<file path="src/rtl/switch_debouncer_pkg.sv">
// Shared types and defaults for the switch input conditioning stage.
package switch_debouncer_pkg;

  typedef enum logic {
    STABLE  = 1'b0,
    PENDING = 1'b1
  } state_e;

  // 10 ms at the 100 MHz board clock.
  localparam int DEFAULT_STABLE_CYCLES = 1_000_000;

endpackage

</file>
<file path="src/rtl/switch_debouncer_bit.sv">
// One switch bit: two-flop synchroniser, stability counter, STABLE/PENDING FSM
// and registered rise/fall pulses coincident with the first cycle of a new level.
module debounce_bit
  import switch_debouncer_pkg::*;
#(
  parameter int STABLE_CYCLES = DEFAULT_STABLE_CYCLES
) (
  input  logic clk_i,
  input  logic rst_ni,
  input  logic raw_i,
  output logic level_o,
  output logic rise_o,
  output logic fall_o,
  output logic pending_o
);

  localparam int CW = $clog2(STABLE_CYCLES);
  localparam logic [CW-1:0] LAST_CNT = CW'(STABLE_CYCLES - 1);

  logic          sync1_q;
  logic          sync2_q;
  logic [CW-1:0] cnt_q;
  state_e        state_q;
  logic          level_q;
  logic          rise_q;
  logic          fall_q;

  always_ff @(posedge clk_i or negedge rst_ni) begin
    if (!rst_ni) begin
      sync1_q <= 1'b0;
      sync2_q <= 1'b0;
      cnt_q   <= '0;
      state_q <= STABLE;
      level_q <= 1'b0;
      rise_q  <= 1'b0;
      fall_q  <= 1'b0;
    end else begin
      sync1_q <= raw_i;
      sync2_q <= sync1_q;
      rise_q  <= 1'b0;
      fall_q  <= 1'b0;
      case (state_q)
        STABLE: begin
          if (sync2_q != level_q) begin
            cnt_q   <= CW'(1);
            state_q <= PENDING;
          end else begin
            cnt_q   <= '0;
          end
        end
        PENDING: begin
          if (sync2_q == level_q) begin
            // Bounced back before acceptance: drop the candidate silently.
            cnt_q   <= '0;
            state_q <= STABLE;
          end else if (cnt_q == LAST_CNT) begin
            level_q <= sync2_q;
            rise_q  <= sync2_q;
            fall_q  <= ~sync2_q;
            cnt_q   <= '0;
            state_q <= STABLE;
          end else begin
            cnt_q   <= cnt_q + CW'(1);
          end
        end
      endcase
    end
  end

  assign level_o   = level_q;
  assign rise_o    = rise_q;
  assign fall_o    = fall_q;
  assign pending_o = (state_q == PENDING);

endmodule

</file>
<file path="src/rtl/switch_debouncer.sv">
// Synchronises and debounces WIDTH raw switch pins independently in the fast
// board clock domain; dbg_pending shows which bits are mid-debounce.
module switch_debouncer
  import switch_debouncer_pkg::*;
#(
  parameter int WIDTH         = 4,
  parameter int STABLE_CYCLES = DEFAULT_STABLE_CYCLES
) (
  input  logic             clk,
  input  logic             n_reset,
  input  logic [WIDTH-1:0] switch_raw,
  output logic [WIDTH-1:0] switch_level,
  output logic [WIDTH-1:0] switch_rise,
  output logic [WIDTH-1:0] switch_fall,
  output logic [WIDTH-1:0] dbg_pending
);

  for (genvar g = 0; g < WIDTH; g++) begin : g_bit
    debounce_bit #(
      .STABLE_CYCLES(STABLE_CYCLES)
    ) u_bit (
      .clk_i    (clk),
      .rst_ni   (n_reset),
      .raw_i    (switch_raw[g]),
      .level_o  (switch_level[g]),
      .rise_o   (switch_rise[g]),
      .fall_o   (switch_fall[g]),
      .pending_o(dbg_pending[g])
    );
  end

endmodule

</file>
<file path="config.mk">
export PLATFORM = sky130hd
export DESIGN_NAME = switch_debouncer
export DESIGN_NICKNAME = d
export VERILOG_FILES = /design/src/rtl/switch_debouncer_pkg.sv /design/src/rtl/switch_debouncer_bit.sv /design/src/rtl/switch_debouncer.sv
export SDC_FILE = /design/constraint.sdc
export NUM_CORES = 1
export LEC_CHECK = 0
export CAP_MARGIN = 30
export CELL_PAD_IN_SITES_DETAIL_PLACEMENT = 0
export CELL_PAD_IN_SITES_GLOBAL_PLACEMENT = 1
export CORE_MARGIN = 5
export CORE_UTILIZATION = 52
export CTS_CLUSTER_DIAMETER = 150
export DETAILED_ROUTE_END_ITERATION = 10
export HOLD_SLACK_MARGIN = 0.03
export PLACE_DENSITY = 0.88
export REMOVE_ABC_BUFFERS = 1
export SLEW_MARGIN = 15
export SYNTH_ARGS = -nofsm -noshare
export SYNTH_HDL_FRONTEND = slang
export SYNTH_HIERARCHICAL = 1
export SYNTH_SLANG_ARGS = --single-unit
</file>
<file path="constraint.sdc">
create_clock -name clk -period 3.02 [get_ports clk]
set_input_delay 0.604 -clock clk [delete_from_list [all_inputs] [get_ports clk]]
set_output_delay 0.604 -clock clk [all_outputs]
set_load 0.02 [all_outputs]
</file>
# Word level (Yosys, flattened, before mapping)
# Index checks and enable logic that the tools add are counted.
[classes]
n_addsub = 4
eq_ne = 12
muxes = 56
bitwise_logic = 12
reduce_logical = 4
[op_table]
columns = ["operator", "count"]
rows = [
  ["2-to-1 mux 20 bit", 8],
  ["one-hot mux 20 bit (2 select lines)", 4],
  ["adder 20 x 1 -> 20 bit (second input constant)", 4],
  ["== test 20 bit (second input constant)", 4],
  ["2-to-1 mux 1 bit", 40],
  ["NOT 1 bit", 12],
  ["AND reduction 3 bit", 4],
  ["one-hot mux 1 bit (2 select lines)", 4],
  ["== test 1 bit", 4],
  ["inequality test 1 bit", 4],
]
[word_totals]
register_bits = 104
elab_cells = 116

# Depth between registers and ports, before layout
# Gate-level depths: netlist of run 1.
[depth]
word_depth = 4
ltp_mapped = 7

# Hierarchy
# Netlist of run 1, hierarchy kept.
[modules_own_cells]
columns = ["module", "instances", "cells_each", "area_each_um2", "seq_area_each_um2"]
rows = [
  ["debounce_bit", 4, 120, 1234.9, 650.6],
]

# Least setup slack after synthesis of run 1
# OpenSTA, ideal clock, no wires.
[synth_timing]
kind = "reg-to-reg"
startpoint = "register g_bit[0].u_bit.cnt_q[0]"
endpoint = "register g_bit[0].u_bit.cnt_q[10]"
arrival_ns = 1.624
setup_slack_ns = 1.275
stages_incl_launch_ff = 8
n_path_buf = 2
cell_sequence = "dfrtp_1 ha_1 and4_2 clkbuf_2 nand2_1 o21ai_2 buf_2 nor2_1"
[synth_via]
elab_chain_len = 4
[synth_rtl]
columns = ["element", "line_no", "text"]
rows = [
  ["from (decl)", "switch_debouncer_bit.sv:22", "logic [CW-1:0] cnt_q;"],
  ["from (signal assigned)", "switch_debouncer_bit.sv:63", "cnt_q <= cnt_q + CW'(1);"],
  ["adder 20 x 1 -> 20 bit / == test 20 bit (equally long branches)", "switch_debouncer_bit.sv:63, switch_debouncer_bit.sv:56", ""],
  ["2-to-1 mux 20 bit *", "switch_debouncer_bit.sv:56", "end else if (cnt_q == LAST_CNT) begin"],
  ["2-to-1 mux 20 bit *", "switch_debouncer_bit.sv:52", "if (sync2_q == level_q) begin"],
  ["one-hot mux 20 bit (2 select lines) *", "switch_debouncer_bit.sv:42", "case (state_q)"],
]
# Mark *: on every way between the ends. The rest lies on a longest branch, timed or not.
# A chain may end at the register's enable or synchronous reset.

# Worst setup path in the final report of run 1
[layout_timing]
startpoint = "register g_bit[0].u_bit.cnt_q[0]"
endpoint = "register g_bit[0].u_bit.cnt_q[11]"
# The elaborated chain is that of the path after synthesis.

==> results of run 1 <==
==> power by group <==
part / switching, mW / internal [mW] / total, mW
combinational: 0.0636 / 0.0269 / 0.0905
sequential: 0.0140 / 1.41 / 1.42
clock: 0.466 / 0.402 / 0.868
total: 0.543 / 1.84 / 2.38
==> through the flow <==
stage | util [%] | total power, mW
floorplan | - | 1.48
global placement | 56.7 | 1.54
detailed placement | 56.7 | 1.54
CTS | 58.8 | 2.42
global route | 58.8 | 2.48
finish | 58.8 | 2.38
==> per-layer routing <==
metal / part of all wire (%) / vias to the layer above / global-route usage, %
li1: - / 1750 / -
met1: 48 / 1713 / 23.3
met2: 48 / 45 / 27.7
met3: 3.3 / 8 / 3.30
met4: 1.3 / 0 / 5.59
met5: 0 / - / 0
==> cell type report <==
type | instances | area (µm²)
fillers | 790 | 3810
flip-flops and latches | 104 | 2600
multi-input cells | 348 | 2200
repair buffers | 22 | 228
well taps | 129 | 161
clock buffers | 10 | 138
clock inverters | 5 | 56.3
inverters | 12 | 45.0
==> registers in the layout (all words and copies together) (netlist names) <==
| name | count |
|---|---|
| g_bit.u_bit/pending_o | 4 |
| g_bit.u_bit/rise_o | 4 |
| g_bit.u_bit/level_o | 4 |
| g_bit.u_bit/cnt_q | 80 |
| g_bit.u_bit/fall_o | 4 |
| g_bit.u_bit/sync1_q | 4 |
| g_bit.u_bit/sync2_q | 4 |
==> logic make-up after synthesis <==
family,after synthesis,synth area share [%]
compound gates,52,6.38
xor+xnor,56,9.93
fa+ha+maj,4,1.01
buf+inv,28,2.74
flops,104,52.7
mux,4,0.912
simple gates,232,26.3
==> worst max-delay path: cells and delay by family, from the launching register on <==
family,cells,cell delay (ns)
adders and majority gates,1,0.22
AOI/OAI and AO/OA,1,0.70
DFF,1,0.41
and+or+nand+nor,3,0.61
==> cell usage in the layout (no fill, tap or decap), types with 4 or more instances in the layout <==
master,instances
sky130_fd_sc_hd__or3_1,12
sky130_fd_sc_hd__and4_1,8
sky130_fd_sc_hd__a21oi_1,24
sky130_fd_sc_hd__nand4_2,4
sky130_fd_sc_hd__mux2_2,4
sky130_fd_sc_hd__clkbuf_8,10
sky130_fd_sc_hd__xor2_1,32
sky130_fd_sc_hd__xnor2_1,24
sky130_fd_sc_hd__or4_1,12
sky130_fd_sc_hd__o21ai_0,8
sky130_fd_sc_hd__o31ai_1,12
sky130_fd_sc_hd__inv_1,12
sky130_fd_sc_hd__nor4_1,16
sky130_fd_sc_hd__o21ai_2,4
sky130_fd_sc_hd__nor2_1,68
sky130_fd_sc_hd__and4_2,4
sky130_fd_sc_hd__o21bai_1,4
sky130_fd_sc_hd__nor3_1,8
sky130_fd_sc_hd__and3b_1,8
sky130_fd_sc_hd__nand4_1,20
sky130_fd_sc_hd__nand4b_1,4
sky130_fd_sc_hd__clkdlybuf4s50_1,20
sky130_fd_sc_hd__nand2_1,28
sky130_fd_sc_hd__dfrtp_1,104
sky130_fd_sc_hd__ha_1,4
sky130_fd_sc_hd__nor4b_1,4
sky130_fd_sc_hd__and3_1,8
sky130_fd_sc_hd__nand3_1,24
sky130_fd_sc_hd__nand3_2,4
==> how the worst max path moves through the flow <==
stage | start | end | slack, ns
2_1_floorplan | g_bit[0].u_bit/cnt_q[0]$_DFF_PN0_ | g_bit[0].u_bit/level_o$_DFFE_PN0P_ | 1.33
3_3_place_gp | g_bit[0].u_bit/cnt_q[0]$_DFF_PN0_ | g_bit[0].u_bit/cnt_q[11]$_DFF_PN0_ | 0.97
3_5_place_dp | g_bit[3].u_bit/cnt_q[0]$_DFF_PN0_ | g_bit[3].u_bit/cnt_q[13]$_DFF_PN0_ | 0.93
4_1_cts | g_bit[3].u_bit/cnt_q[0]$_DFF_PN0_ | g_bit[3].u_bit/cnt_q[13]$_DFF_PN0_ | 0.91
5_1_grt | g_bit[2].u_bit/cnt_q[0]$_DFF_PN0_ | g_bit[2].u_bit/cnt_q[14]$_DFF_PN0_ | 0.72
6_report | g_bit[0].u_bit/cnt_q[0]$_DFF_PN0_ | g_bit[0].u_bit/cnt_q[11]$_DFF_PN0_ | 0.92
==> PnR_summary.wiki, run 1 <==
{| class="wikitable"
! Metric !! Value
|-
| R2r startpoint || g_bit[0].u_bit/cnt_q[0]$_DFF_PN0_
|-
| Layout overhead on the synthesized area || 9.98%
|-
| Die Span X || around 110 µm
|-
| Number of standard cells in the final layout excluding fillers || between 600 and 700
|-
| Count of flip-flops with a built-in enable after synthesis || 0
|-
| Cell-by-cell listing of the critical path || ha_1 > and4_2 > nand2_1 > o21ai_2 > nor2_1
|-
| Clock sink total || around 100
|-
| Synth warnings || 6
|-
| Final nets || a little over 500
|-
| Slowest CP cell || sky130_fd_sc_hd__o21ai_2
|-
| Maximum frequency from static timing analysis || around 480 MHz
|-
| Share of post-route cells with drive strength above 1 || 7.39%
|-
| CP Data Arrival Time || between 2 and 2.5 ns
|-
| DRT iter0 DRCs || between 100 and 150
|-
| Final critical-path required period || between 2 and 2.5 ns
|-
| Top cell types by occurrence after synthesis || 104 x sky130_fd_sc_hd__dfrtp_1, 68 x sky130_fd_sc_hd__nor2_1, 32 x sky130_fd_sc_hd__xor2_1, 28 x sky130_fd_sc_hd__nand2_1
|-
| Worst Path Required || around 3.2 ns
|-
| Post-synthesis cell count || 480
|-
| WHS || 0.219 ns
|-
| Via density per instance || 5.58
|-
| Part of the Yosys area used for sequential elements || a little over half
|-
| Worst IR drop on VDD || approximately 290 µV
|-
| Netlist Area Pre-Place || approximately 4900 µm²
|-
| Area post-placement || about 5200 µm²
|-
| Non-Filler Cell Area, Final || 5430 µm²
|-
| Post-CTS Hold Fix Bufs || 0
|-
| Hold Crit Class || input port to async pin
|-
| Skew-Pair Late Insertion Delay || ~0.36 ns
|-
| Fraction of registers with async set/reset || 100%
|-
| Post-CTS setup repair buffer count || 0
|-
| Leakage power || about 2.2 nW
|-
| Setup TNS Final || 0 ns
|-
| Power density cells || about 440 nW/µm²
|-
| Number of library cell types mapped by synthesis || 30
|-
| Vertical extent of the die || 107 µm
|-
| Setup repair after global routing missed its margin || no
|-
| Antenna violations before repair || 0
|-
| Sum of net half-perimeters after detailed placement || 6130 µm
|-
| Critical path capture point type || flop
|-
| Transition time at the pin with the least slew margin || between 0.8 and 0.9 ns
|-
| Final setup violating endpoints || 0
|-
| Dominant cells by area after synthesis || sky130_fd_sc_hd__dfrtp_1 53%, sky130_fd_sc_hd__xor2_1 5.7%, sky130_fd_sc_hd__nor2_1 5.2%
|-
| Pin count of the biggest net entering global routing || 64
|-
| WL per Instance || 14.5 µm
|-
| Setup clock skew after layout || between 0.009 and 0.01 ns
|-
| Total wire length || between 9000 and 10000 µm
|-
| Number of max-cap violations || 0
|-
| Count of final max-slew check failures || 0
|-
| Overall Global Routing Usage || 17.1%
|-
| Fin crit share || 69.6%
|-
| Type of origin of the critical path || flop
|-
| Reg2reg setup slack || roughly 0.9 ns
|-
| Cell total after placement || between 600 and 700
|-
| Cell taking the most area after synthesis || sky130_fd_sc_hd__dfrtp_1
|-
| Status || finished clean
|-
| Number of instances resized during post-cts repair || 0
|-
| Core Region || between 9000 and 10000 µm²
|-
| Main flop type after synthesis || sky130_fd_sc_hd__dfrtp_1
|-
| Critical path fanouts, max || 19
|-
| Yosys reg bits || around 100
|-
| Starting Density || a little over half
|-
| Placement row count || 35
|-
| Number of buffers added by the clock tree synthesis step || 9
|-
| Slowest stage delay, CP || 0.70 ns
|-
| Destination of the worst register-to-register timing path || g_bit[0].u_bit/cnt_q[11]$_DFF_PN0_
|-
| Clock tree from TritonCTS || yes
|-
| H-tree levels || 3
|-
| Pre-CTS setup slack || 0.926 ns
|-
| Overflow left after global routing || 0
|-
| Antenna Nets Post-Route || 0
|-
| Total DRC errors in the routed layout || 0
|-
| Clock-pin transition on the worst setup and hold timing paths || 0.10 ns
|-
| Clock Root Buffer || sky130_fd_sc_hd__clkbuf_8
|-
| Die area || 11500 µm²
|-
| R2R depth || 5
|-
| IO Port Bufs || 21
|-
| Drt first pass iters || 4
|-
| Worst Setup Path Type || flop to flop
|-
| Post-route setup slack || around 0.92 ns
|-
| Max clock buf depth || 2
|-
| Area share of the largest cell type after synthesis || a little over half
|-
| Mean Syn Cell Area || 10.3 µm²
|-
| Total vias in the final route || between 3k and 4k
|-
| Worst slew slack as a fraction of its limit || a little under half
|-
| Number of placed I/O pins || 22
|-
| Number of global-route vias before repair || approximately 3.4k
|-
| Cell with the most instances after synthesis || sky130_fd_sc_hd__dfrtp_1
|-
| First-pass GRT wire length || approximately 16000 µm
|-
| Final number of hold-violating endpoints || 0
|-
| Antenna Diode Count || 0
|-
| Gpl congestion || roughly 0.85
|}
Power figures use the tool's default switching activity.
==> run 2: changes to the inputs <==
- CORE_UTILIZATION: 52 -> 43
- PLACE_DENSITY: 0.88 -> 0.78
- clock period: 3.02 -> 1.8 ns (I/O delays scaled with it)
==> run 2 against run 1 <==
Cell count increased by 11%. Sequential share of layout area down 4.9 points. Sequential cell count unchanged. Critical path type unchanged. Routed wire length increased by 12%. Critical path depth down 1. Combinational power increased by 97%. Critical endpoint is now g_bit[2].u_bit/level_o$_DFFE_PN0P_. Die area up 19%.
==> PnR_summary.wiki, run 2 (synthesis results as in run 1) <==
{| class="wikitable"
! Metric !! Value
|-
| Placement row count || 39
|-
| Maximum frequency from static timing analysis || 571 MHz
|-
| Total wire length || between 10000 and 15000 µm
|-
| Overall power || 4.40 mW
|-
| Internal power of the cells || between 3 and 4 mW
|-
| Power density cells || 725 nW/µm²
|-
| Number of max-cap violations || 0
|-
| Number of global-route vias before repair || 3778
|-
| Count of final max-slew check failures || 0
|-
| Commonest cells after routing, fill and taps aside || 99 x sky130_fd_sc_hd__dfrtp_1, 68 x sky130_fd_sc_hd__nor2_1, 58 x sky130_fd_sc_hd__buf_4
|-
| Number of placed I/O pins || 22
|-
| WL per Instance || approximately 15 µm
|-
| Most utilized layer in the global route result || met2
|-
| Post-CTS Hold Fix Bufs || 0
|-
| Total vias in the final route || 3829
|-
| Total DRC errors in the routed layout || 0
|-
| Pre-CTS setup slack || -0.00632 ns
|-
| Worst IR drop on VDD || between 600 and 700 µV
|-
| Worst Path Required || approximately 2 ns
|-
| Total net switching power || roughly 1000 µW
|-
| Final setup violating endpoints || 0
|-
| Type of origin of the critical path || flop
|-
| Clock tree from TritonCTS || yes
|-
| Flip-flop count of the largest register, all copies and words added || 80
|-
| Portion of total power attributed to sequential cells || a little over half
|-
| Critical path capture point type || flop
|-
| Skew-Pair Late Insertion Delay || roughly 0.35 ns
|-
| Number of buffers added by the clock tree synthesis step || 9
|-
| Leakage power || 2.52 nW
|-
| IO Port Bufs || 21
|-
| Core Region || about 11000 µm²
|-
| Met2 usage in global routing || roughly 25%
|-
| Overflow left after global routing || 0
|-
| Status || finished clean
|-
| Post-route setup slack || approximately 0.05 ns
|-
| Setup TNS Final || 0 ns
|-
| CP Data Arrival Time || roughly 2.0 ns
|-
| Clock sink total || 104
|-
| Hold Crit Class || input port to async pin
|-
| Share of post-route cells with drive strength above 1 || 20.6%
|-
| Overall Global Routing Usage || between 15 and 20%
|-
| Die area || between 10000 and 15000 µm²
|-
| Worst Setup Path Type || flop to flop
|-
| Setup clock skew after layout || about 0.0089 ns
|-
| First-pass GRT wire length || 17600 µm
|-
| Transition time at the pin with the least slew margin || about 0.57 ns
|-
| Vertical extent of the die || around 120 µm
|-
| Sum of net half-perimeters after detailed placement || 6940 µm
|-
| Pin count of the biggest net entering global routing || 105
|-
| Via density per instance || approximately 5.5
|-
| Fraction of met1 tracks used by global routing || a little over a fifth
|-
| Power share of the clock group || approximately two fifths
|-
| Met3 capacity usage during global routing || under 10%
|-
| Final nets || about 560
|-
| Worst slew slack as a fraction of its limit || around three fifths
|-
| Antenna Diode Count || 0
|-
| Clock Root Buffer || sky130_fd_sc_hd__clkbuf_16
|-
| Critical path fanouts, max || 5
|-
| Final critical-path required period || roughly 1.8 ns
|-
| Gpl congestion || around 0.79
|-
| Max clock buf depth || 2
|-
| H-tree levels || 3
|-
| Final number of hold-violating endpoints || 0
|-
| Combinational cell fraction of total power || 4.1%
|-
| Starting Density || a little over two fifths
|-
| DRT iter0 DRCs || 200
|-
| Antenna Nets Post-Route || 0
|-
| Layout overhead on the synthesized area || 22.7%
|-
| Die Span X || approximately 120 µm
|-
| Drt first pass iters || 4
|-
| Clock-pin transition on the worst setup and hold timing paths || 0.07 ns
|-
| Switching power as a share of total power || between 20% and 30%
|-
| Fin crit share || a little over nine tenths
|-
| Leading cell type in the layout, fill and taps excluded || sky130_fd_sc_hd__dfrtp_1
|-
| Antenna violations before repair || 0
|-
| Most flops, register || g_bit.u_bit/cnt_q
|}
==> run 2: changes by cell type in the layout (fill, tap and decap cells not counted), sizes merged <==
cell	delta
dlymetal6s2s	+2
buf	+57
clkdlybuf4s50	-2
clkinvlp	+2
clkbuf	+1
bufinv	-1
inv	-1
==> run 2: worst max-delay path: stages (launching register included) <==
cell	delay (ns)
sky130_fd_sc_hd__dfrtp_1	0.44
sky130_fd_sc_hd__nor4_2	0.34
sky130_fd_sc_hd__nand4b_1	0.24
sky130_fd_sc_hd__nor3_2	0.25
sky130_fd_sc_hd__mux2_2	0.36
==> run 2: metrics by stage <==
step                util, %  instances  hold WS, ns  area (µm²)
floorplan                 -        464       0.0644        4850
CTS                    52.0        692       0.0989        5890
global placement       49.5        676        0.335        5610
detailed placement     49.5        676        0.335        5610
finish                 53.5        702       0.0430        6060
global route           53.5        702        0.103        6060
==> run 2: layout make-up <==
type / instances / area [µm²]
clock inverter: 5 / 32.5
inverter: 12 / 45.0
timing repair buffer: 79 / 661
multi-input combinational: 348 / 2290
sequential: 104 / 2610
clock buffer: 11 / 243
tap: 143 / 179
fill: 1014 / 5260
==> run 2: power groups by stage <==
stage / clock network [mW] / registers (mW) / logic [mW]
finish: 1.83 / 2.38 / 0.178
global route: 1.99 / 2.39 / 0.203
CTS: 1.90 / 2.38 / 0.177
detailed placement: 0 / 2.43 / 0.176
global placement: 0 / 2.43 / 0.173
floorplan: 0 / 2.43 / 0.0602
==> run 2: routing by layer <==
metal  share of wire (%)  wire length, µm  up-vias
met4                 1.2              121        0
met2                  47             4850       57
li1                    -                -     1866
met3                 3.4              349       10
met1                  48             4890     1896
met5                   0                0        -
==> run 2: path summary, 6_finish.rpt <==
check / from / end / cells after the start / slack (ns)
worst min register to register: g_bit[2].u_bit/sync1_q$_DFF_PN0_ / g_bit[2].u_bit/sync2_q$_DFF_PN0_ / 0 / 0.35
max in group asynchronous: n_reset / g_bit[1].u_bit/cnt_q[6]$_DFF_PN0_ / 2 / 1.26
worst max register to register: g_bit[2].u_bit/cnt_q[11]$_DFF_PN0_ / g_bit[2].u_bit/level_o$_DFFE_PN0P_ / 4 / 0.05
worst min-delay path: n_reset / g_bit[3].u_bit/cnt_q[14]$_DFF_PN0_ / 2 / 0.04
min in group clk: g_bit[2].u_bit/sync1_q$_DFF_PN0_ / g_bit[2].u_bit/sync2_q$_DFF_PN0_ / 0 / 0.35
worst max-delay path: g_bit[2].u_bit/cnt_q[11]$_DFF_PN0_ / g_bit[2].u_bit/level_o$_DFFE_PN0P_ / 4 / 0.05
==> run 2: repair_timing <==
item	in CTS	in global routing
gates resized for setup	1	25
pin swaps	0	1
setup endpoints to repair	1	73
buffers inserted	0	10
==> run 3: changes to the inputs <==
- CTS_CLUSTER_DIAMETER: 150 -> unset
- GPL_TIMING_DRIVEN: unset -> 0
==> run 3 against run 2 <==
Sequential power hardly changed. Non-clock buffer count down 38. Combinational power up 9.6%. Setup slack worse by 0.0071 ns. Worst hold slack improved by 0.31 ns. Register-to-register slack about the same.
==> PnR_summary.wiki, run 3 (synthesis results as in run 1) <==
{| class="wikitable"
! Metric !! Value
|-
| Status || finished clean
|-
| Pin count of the biggest net entering global routing || 67
|-
| Placement row count || 39
|-
| Most flops, register || g_bit.u_bit/cnt_q
|-
| Overflow left after global routing || 0
|-
| Worst slew slack as a fraction of its limit || 71.4%
|-
| WL per Instance || around 15 µm
|-
| Type of origin of the critical path || flop
|-
| Overall Global Routing Usage || 14.9%
|-
| Vertical extent of the die || ~120 µm
|-
| Number of placed I/O pins || 22
|-
| Max clock buf depth || 2
|-
| Fin crit share || a little over nine tenths
|-
| Clock sink total || roughly 100
|-
| Share of post-route cells with drive strength above 1 || 19.4%
|-
| Final critical-path required period || between 1.5 and 2 ns
|-
| Final nets || between 500 and 600
|-
| Drt first pass iters || 5
|-
| Slowest stage delay, CP || between 0.6 and 0.7 ns
|-
| Leading cell type in the layout, fill and taps excluded || sky130_fd_sc_hd__dfrtp_1
|-
| Number of global-route vias before repair || ~3.6k
|-
| Utilization after layout || between 50% and 60%
|-
| Clock Root Buffer || sky130_fd_sc_hd__clkbuf_16
|-
| Critical path fanouts, max || 3
|-
| Hold Crit Class || flop to flop
|-
| R2R depth || 5
|-
| Non-Filler Cell Area, Final || between 6000 and 7000 µm²
|-
| H-tree levels || 3
|-
| Fraction of met1 tracks used by global routing || between 15 and 20%
|-
| Met2 usage in global routing || roughly a quarter
|-
| Total buffers and inverters traversed by the critical path || 1
|-
| Final setup violating endpoints || 0
|-
| Count of fill cells added during filler insertion || around 1.0k
|-
| Worst Setup Path Type || flop to output port
|-
| Total wire length || about 9800 µm
|-
| Number of max-cap violations || 0
|-
| Power density cells || a little over 800 nW/µm²
|-
| Die Span X || about 120 µm
|-
| Most utilized layer in the global route result || met2
|-
| Worst IR drop on VDD || approximately 530 µV
|-
| Count of final max-slew check failures || 0
|-
| Cell-by-cell listing of the critical path || clkdlybuf4s50_1
|-
| Gpl congestion || 0.774
|-
| Antenna Diode Count || 0
|-
| Setup repair after global routing missed its margin || yes
|-
| Leakage power || between 2 and 2.5 nW
|-
| Met3 capacity usage during global routing || 3.80%
|-
| Die area || 13700 µm²
|-
| CP Data Arrival Time || approximately 1.4 ns
|-
| Total DRC errors in the routed layout || 0
|-
| IO Port Bufs || 21
|-
| Core Region || approximately 11000 µm²
|-
| Number of buffers added by the clock tree synthesis step || 9
|-
| Layout overhead on the synthesized area || 22.5%
|-
| Total vias in the final route || ~3.6k
|-
| Maximum frequency from static timing analysis || approximately 570 MHz
|-
| Critical path capture point type || output port
|-
| Overall power || slightly below 5 mW
|-
| Sum of net half-perimeters after detailed placement || 6150 µm
|-
| DRT iter0 DRCs || 181
|-
| Cell type group with the largest total delay on the critical path || buffers and inverters
|-
| Commonest cells after routing, fill and taps aside || 84 x sky130_fd_sc_hd__dfrtp_1, 68 x sky130_fd_sc_hd__nor2_1, 32 x sky130_fd_sc_hd__xor2_1
|-
| Setup clock skew after layout || 0.00870 ns
|-
| Clock tree from TritonCTS || yes
|-
| Via density per instance || around 5.5
|-
| Clock-pin transition on the worst setup and hold timing paths || about 0.070 ns
|-
| Starting Density || about 44%
|-
| Area post-placement || approximately 5300 µm²
|-
| First-pass GRT wire length || between 15000 and 20000 µm
|-
| Antenna Nets Post-Route || 0
|-
| Slowest CP cell || sky130_fd_sc_hd__clkdlybuf4s50_1
|-
| Antenna violations before repair || 0
|-
| Crit path depth || 1
|-
| Worst Path Required || 1.44 ns
|-
| Final number of hold-violating endpoints || 0
|-
| Min-Delay Path Depth || 0
|-
| Flip-flop count of the largest register, all copies and words added || 80
|-
| Skew-Pair Late Insertion Delay || between 0.3 and 0.4 ns
|-
| Transition time at the pin with the least slew margin || roughly 0.43 ns
|}
[run 3: cell count changes in the layout (fill, tap and decap cells not counted), moves of 4 or more]
cell / change
sky130_fd_sc_hd__buf_4: -44
sky130_fd_sc_hd__bufinv_16: +4
sky130_fd_sc_hd__dfrtp_1: -15
sky130_fd_sc_hd__dfrtp_2: +15
sky130_fd_sc_hd__nand2_1: -4
sky130_fd_sc_hd__o21ai_2: -4
sky130_fd_sc_hd__o21ai_4: +4
[run 3: worst register-to-register path: stages, from the launching register on]
cell and delay, ns:
sky130_fd_sc_hd__dfrtp_1 0.41, sky130_fd_sc_hd__ha_2 0.24, sky130_fd_sc_hd__and4_4 0.29, sky130_fd_sc_hd__nand2_1 0.17
sky130_fd_sc_hd__nor3_2 0.18, sky130_fd_sc_hd__mux2_2 0.35
[run 3: cell type report]
type / instances / area [µm²] / area share (%)
well taps: 143 / 179 / 2.96
clock buffers: 10 / 239 / 3.95
clock inverters: 6 / 130 / 2.15
repair buffers: 41 / 434 / 7.18
flip-flops and latches: 104 / 2630 / 43.4
inverters: 12 / 45.0 / 0.744
multi-input cells: 348 / 2400 / 39.6
[run 3: routing by layer]
metal	vias up	share of wire, %
met5	-	0
li1	1790	-
met4	0	1.1
met3	13	3.8
met1	1777	48
met2	54	47
[run 3: worst paths after layout]
kind                       slack [ns]                            endpoint                          startpoint
setup / recovery                 0.04                     switch_level[0]  g_bit[0].u_bit/level_o$_DFFE_PN0P_
hold / removal                   0.35    g_bit[2].u_bit/sync2_q$_DFF_PN0_    g_bit[2].u_bit/sync1_q$_DFF_PN0_
setup reg to reg                 0.04  g_bit[3].u_bit/level_o$_DFFE_PN0P_   g_bit[3].u_bit/cnt_q[0]$_DFF_PN0_
hold reg to reg                  0.35    g_bit[2].u_bit/sync2_q$_DFF_PN0_    g_bit[2].u_bit/sync1_q$_DFF_PN0_
max in group asynchronous        0.65   g_bit[0].u_bit/cnt_q[7]$_DFF_PN0_                             n_reset
min in group asynchronous        0.48  g_bit[3].u_bit/cnt_q[12]$_DFF_PN0_                             n_reset
[run 3: stage by stage]
step / setup TNS (ns) / std cells / hold slack (ns) / worst slack, ns
after floorplan: 0 / 464 / 0.0644 / 0.114
after CTS: 0 / 656 / 0.351 / 0.000437
after detailed placement: -20.17 / 629 / 0.291 / -0.311
after global routing: -0.0921 / 664 / 0.357 / -0.0422
final: 0 / 664 / 0.350 / 0.0418
after global placement: -392.61 / 628 / 0.334 / -3.60
[run 3: timing repair]
item	CTS	global route
setup endpoints to repair	80	51
buffers inserted	10	8
hold buffers	1	0
pin swaps	8	5
endpoints found under the hold margin	38	0
resized for setup	20	39
[run 3: power by group]
part	total, mW	switching, mW	internal (mW)
clock	2.38	0.847	1.53
sequential	2.38	0.0225	2.36
combinational	0.195	0.119	0.0765
total	4.96	0.988	3.97
